### config.mk
export PLATFORM = sky130hd
export DESIGN_NAME = id_immgen_pipe
export DESIGN_NICKNAME = d
export VERILOG_FILES = /design/src/rtl/id_immgen_pipe.sv
export SDC_FILE = /design/constraint.sdc
export NUM_CORES = 1
export LEC_CHECK = 0
export CORE_AREA = 4 4 168 170
export CTS_CLUSTER_SIZE = 12
export DETAILED_ROUTE_END_ITERATION = 8
export DIE_AREA = 0 0 172 174
export GPL_ROUTABILITY_DRIVEN = 0
export PLACE_DENSITY_LB_ADDON = 0.15
export SLEW_MARGIN = 20
export SYNTH_ARGS = -nofsm -noshare
export SYNTH_HDL_FRONTEND = slang
export SYNTH_SLANG_ARGS = --single-unit
### constraint.sdc
create_clock -name clk -period 5.9 [get_ports clk]
set_input_delay 0.59 -clock clk [delete_from_list [all_inputs] [get_ports clk]]
set_output_delay 0.59 -clock clk [all_outputs]
set_load 0.005 [all_outputs]
### src/rtl/id_immgen_pipe.sv
// Two-stage pipelined immediate generator with pc+imm and a valid/ready handshake.
// Optional feature macro: IMMGEN_ZIMM_EN (enables the csr zimm format for gen_type 001).
module id_immgen_pipe #(
  parameter int XLEN    = 64,
  parameter int SHAMT_W = 6,
  parameter int GEN_W   = 3
) (
  input  logic               clk,
  input  logic               rst,
  input  logic               flush,
  input  logic               in_valid,
  output logic               in_ready,
  input  logic [31:0]        in_inst,
  input  logic [GEN_W-1:0]   in_gen_type,
  input  logic [XLEN-1:0]    in_pc,
  output logic               out_valid,
  input  logic               out_ready,
  output logic [XLEN-1:0]    out_imm,
  output logic [SHAMT_W-1:0] out_shamt,
  output logic [XLEN-1:0]    out_pc_imm
);

  localparam logic [GEN_W-1:0] GEN_NONE  = GEN_W'(3'd0);
  localparam logic [GEN_W-1:0] GEN_ZIMM  = GEN_W'(3'd1);
  localparam logic [GEN_W-1:0] GEN_SHIFT = GEN_W'(3'd2);
  localparam logic [GEN_W-1:0] GEN_S     = GEN_W'(3'd3);
  localparam logic [GEN_W-1:0] GEN_U     = GEN_W'(3'd4);
  localparam logic [GEN_W-1:0] GEN_J     = GEN_W'(3'd5);
  localparam logic [GEN_W-1:0] GEN_I     = GEN_W'(3'd6);
  localparam logic [GEN_W-1:0] GEN_B     = GEN_W'(3'd7);

  logic                s1_valid_r;
  logic                s2_valid_r;
  logic [31:0]         s1_imm_r;
  logic [SHAMT_W-1:0]  s1_shamt_r;
  logic [XLEN-1:0]     s1_pc_r;
  logic [31:0]         imm_pre_s;
  logic [XLEN-1:0]     imm_ext_s;
  logic                s2_adv_s;
  logic                accept_s;
  logic                s1_to_s2_s;
  logic                unused_s;

  assign s2_adv_s   = ~s2_valid_r | out_ready;
  assign in_ready   = ~s1_valid_r | s2_adv_s;
  assign accept_s   = in_valid & in_ready;
  assign s1_to_s2_s = s1_valid_r & s2_adv_s;
  assign out_valid  = s2_valid_r;
  assign imm_ext_s  = XLEN'($signed(s1_imm_r));
  assign unused_s   = ^in_inst[6:0];

  // Format decode into the 32-bit pre-immediate
  always_comb begin
    imm_pre_s = 32'h0000_0000;
    case (in_gen_type)
      GEN_NONE:  imm_pre_s = 32'h0000_0000;
`ifdef IMMGEN_ZIMM_EN
      GEN_ZIMM:  imm_pre_s = {27'd0, in_inst[19:15]};
`else
      GEN_ZIMM:  imm_pre_s = 32'h0000_0000;
`endif
      GEN_SHIFT: imm_pre_s = {26'd0, in_inst[25:20]};
      GEN_S:     imm_pre_s = {{20{in_inst[31]}}, in_inst[31:25], in_inst[11:7]};
      GEN_U:     imm_pre_s = {in_inst[31:12], 12'd0};
      GEN_J:     imm_pre_s = {{12{in_inst[31]}}, in_inst[19:12], in_inst[20], in_inst[30:21], 1'b0};
      GEN_I:     imm_pre_s = {{20{in_inst[31]}}, in_inst[31:20]};
      GEN_B:     imm_pre_s = {{20{in_inst[31]}}, in_inst[7], in_inst[30:25], in_inst[11:8], 1'b0};
      default:   imm_pre_s = 32'h0000_0000;
    endcase
  end

  // Stage 1: valid tracking and capture of pre-immediate, shamt and pc
  always_ff @(posedge clk or posedge rst) begin
    if (rst) begin
      s1_valid_r <= 1'b0;
      s1_imm_r   <= 32'h0000_0000;
      s1_shamt_r <= {SHAMT_W{1'b0}};
      s1_pc_r    <= {XLEN{1'b0}};
    end else begin
      if (flush) begin
        s1_valid_r <= 1'b0;
      end else if (accept_s) begin
        s1_valid_r <= 1'b1;
      end else if (s1_to_s2_s) begin
        s1_valid_r <= 1'b0;
      end
      // flush kills the valid bit only; data simply keeps its last value
      if (accept_s && !flush) begin
        s1_imm_r   <= imm_pre_s;
        s1_shamt_r <= in_inst[20+SHAMT_W-1:20];
        s1_pc_r    <= in_pc;
      end
    end
  end

  // Stage 2: sign extension to XLEN and pc-relative sum, driving the outputs
  always_ff @(posedge clk or posedge rst) begin
    if (rst) begin
      s2_valid_r <= 1'b0;
      out_imm    <= {XLEN{1'b0}};
      out_shamt  <= {SHAMT_W{1'b0}};
      out_pc_imm <= {XLEN{1'b0}};
    end else begin
      if (flush) begin
        s2_valid_r <= 1'b0;
      end else if (s2_adv_s) begin
        s2_valid_r <= s1_valid_r;
      end
      if (s1_to_s2_s && !flush) begin
        out_imm    <= imm_ext_s;
        out_shamt  <= s1_shamt_r;
        out_pc_imm <= s1_pc_r + imm_ext_s;
      end
    end
  end

endmodule

==> metrics <==
largest net degree at the start of global routing 120; Iter 0 DRT Violations 666; combinational power share 36.1%; worst vdd ir approximately 0.22 mV; Avg Inst Size Synth 9.26 um^2; RSZ-0062 raised after global routing no; min cycle time layout roughly 3.6 ns; Total Nets Final around 1600; Root Driver clkbuf_16; vias in the first global route between 9000 and 10000; Die Height 174 um; Final Skew 0.0204 ns; layout cells sized above 1 between 10% and 20%; CTS Hold Bufs 0; Post-synth ARST share 100%; Final Util between 50% and 60%; max-slew violation count 0; CP Max Fanout 21; crit path DAT between 4 and 5 ns; Post-CTS Setup Bufs 0; worst slack, placed approximately 2.4 ns; cell count after synthesis around 1300; post-DP HPWL roughly 24 mm; CTS resizes 0; Final setup viols 0; internal power roughly 3.8 mW; initial antenna violation count 1; post-synthesis cell area 0.0119 mm^2; CTS max path bufs 3; H-tree Lvls 1; max capacitance violation total 0; YS warnings 0; critical path class register to register; register area share after synthesis between 40% and 50%; CTS buffer count 24; GRT Total Usage 21.0%; launch point of the worst path s1_imm_r[31]$_DFFE_PP0P_; Post-Layout Cell Count 1805; DIE AREA 0.0299 mm^2; top_reg_cell synth dfrtp_1; placed inst area approximately 0.014 mm^2; FF+latch count, synth approximately 200; Min-Delay Path Class primary input to asynchronous set/reset pin; IO Count 240; final-report hold violation count 0; Leakage 6.71 nW; placed cells 1760; core area approximately 0.027 mm^2; antenna viol nets, final 0; Worst Tran Pin Value 1.03 ns; Worst R2R Start s1_imm_r[31]$_DFFE_PP0P_; Final period util 61.7%; commonest non-fill, non-tap cell in the layout nand2_1; Starting Density 44.5%; Min Hold Slack between 0.4 and 0.5 ns; die width 172 um; Switching Power 1.78 mW; site row count 60; Setup TNS Final 0 ns; WL per Instance 17.8 um; crit start category register; Port-buffer cells 232; number of fill cells 2403; Skew-Pair Late Insertion Delay 0.53 ns; clk sinks 206; DR vias 9892; syn_nets roughly 1500; DRT Pass-1 Iters 5; Critical Path RT around 6.3 ns; Tot Pwr about 5.6 mW; Final Cell Area 0.0151 mm^2; switching fraction of total power between 30 and 40%; Reg power frac 35.2%; Post-synth EDFFs 0; P&R area growth vs syn 26.8%; Clock transition at path regs roughly 0.060 ns; clock share of power 28.7%; most frequent cells in the layout nand2_1 (264), clkdlybuf4s50_1 (232), dfrtp_1 (206); PD cells 368 mW/mm^2; Via-to-Cell Ratio 5.48; drt total wl 32.1 mm; grt total ovfl 0; TritonCTS clock tree done; DR DRC count 0; status finished clean; f_max 275 MHz; library cells used by synthesis 75; Slew HR 30.8%; first-pass GRT wire length 51.5 mm; CP Capture Type register; Worst Slack Setup Final 2.26 ns
==> state kept, by name (all words and copies together) (netlist names) <==
name and flops:
out_pc_imm 64, s1_pc_r 64, out_imm 32, s1_imm_r 32, out_shamt 6, s1_shamt_r 6
out_valid 1, s1_valid_r 1
==> synth_stat cells, drive strengths merged, types with 17 or more instances <==
cell    instances  area [um^2]
ha             63          788
nand3          19         95.1
o21ai         106          531
buf            47          313
xnor2          32          280
o31ai          19          143
nand4          17          106
clkbuf         59          224
mux2           72          811
nand2         264          991
xor2           22          193
nor2           53          201
a21o           33          248
a21oi          99          503
dfrtp         206         5150
==> worst max-delay path, stage by stage (launching register included) <==
cell and delay (ns):
dfrtp_1 0.94, ha_1 0.48, a21oi_2 0.18, o21ai_0 0.14
a211o_1 0.31, a221o_1 0.39, o21bai_2 0.37, a211oi_1 0.21
o31a_1 0.32, o31ai_1 0.21
==> routing by layer <==
| metal | wire, um | GRT usage, % | share of wire, % |
|---|---|---|---|
| met3 | 1890 | 3.78 | 5.9 |
| met2 | 14600 | 32.9 | 45 |
| met5 | 0 | 0 | 0 |
| met4 | 590 | 4.52 | 1.8 |
| met1 | 15000 | 30.5 | 47 |
==> area by class of cell <==
class                           count  area [um^2]  share of cell area [%]
Multi-Input combinational cell    956         6160                    40.8
Sequential cell                   206         5150                    34.1
Timing Repair Buffer              241         2410                    16.0
Clock buffer                       36          746                    4.94
Tap cell                          341          427                    2.83
Clock inverter                      7          125                   0.829
Inverter                           17         67.6                   0.448
Antenna cell                        1         2.50                  0.0166
==> worst paths after layout <==
check,slack (ns),endpoint,cells after the start
worst max-delay path,2.26,out_pc_imm[60]$_DFFE_PP0P_,9
worst min-delay path,0.41,out_imm[14]$_DFFE_PP0P_,2
worst max register to register,2.26,out_pc_imm[60]$_DFFE_PP0P_,9
worst min register to register,0.47,out_pc_imm[45]$_DFFE_PP0P_,2
max in group asynchronous,4.10,s1_pc_r[57]$_DFFE_PP0P_,4
min in group clk,0.47,out_pc_imm[45]$_DFFE_PP0P_,2
==> power by group through the flow <==
stage / registers, mW / clock network [mW] / logic (mW)
after global routing: 2.00 / 1.70 / 2.22
after detailed placement: 1.98 / 0 / 2.00
final: 1.95 / 1.60 / 2.00
after CTS: 1.96 / 1.64 / 2.01
after floorplan: 1.94 / 0 / 1.17
after global placement: 1.98 / 0 / 1.97
==> cell families after synthesis <==
family / Yosys count / share of synthesized area (%)
buf+inv: 123 / 5.05
xor+xnor: 54 / 3.97
simple gates: 405 / 14.4
compound gates: 360 / 19.5
mux: 73 / 6.90
fa+ha+maj: 64 / 6.79
flops: 206 / 43.3
Power figures use the tool's default switching activity.
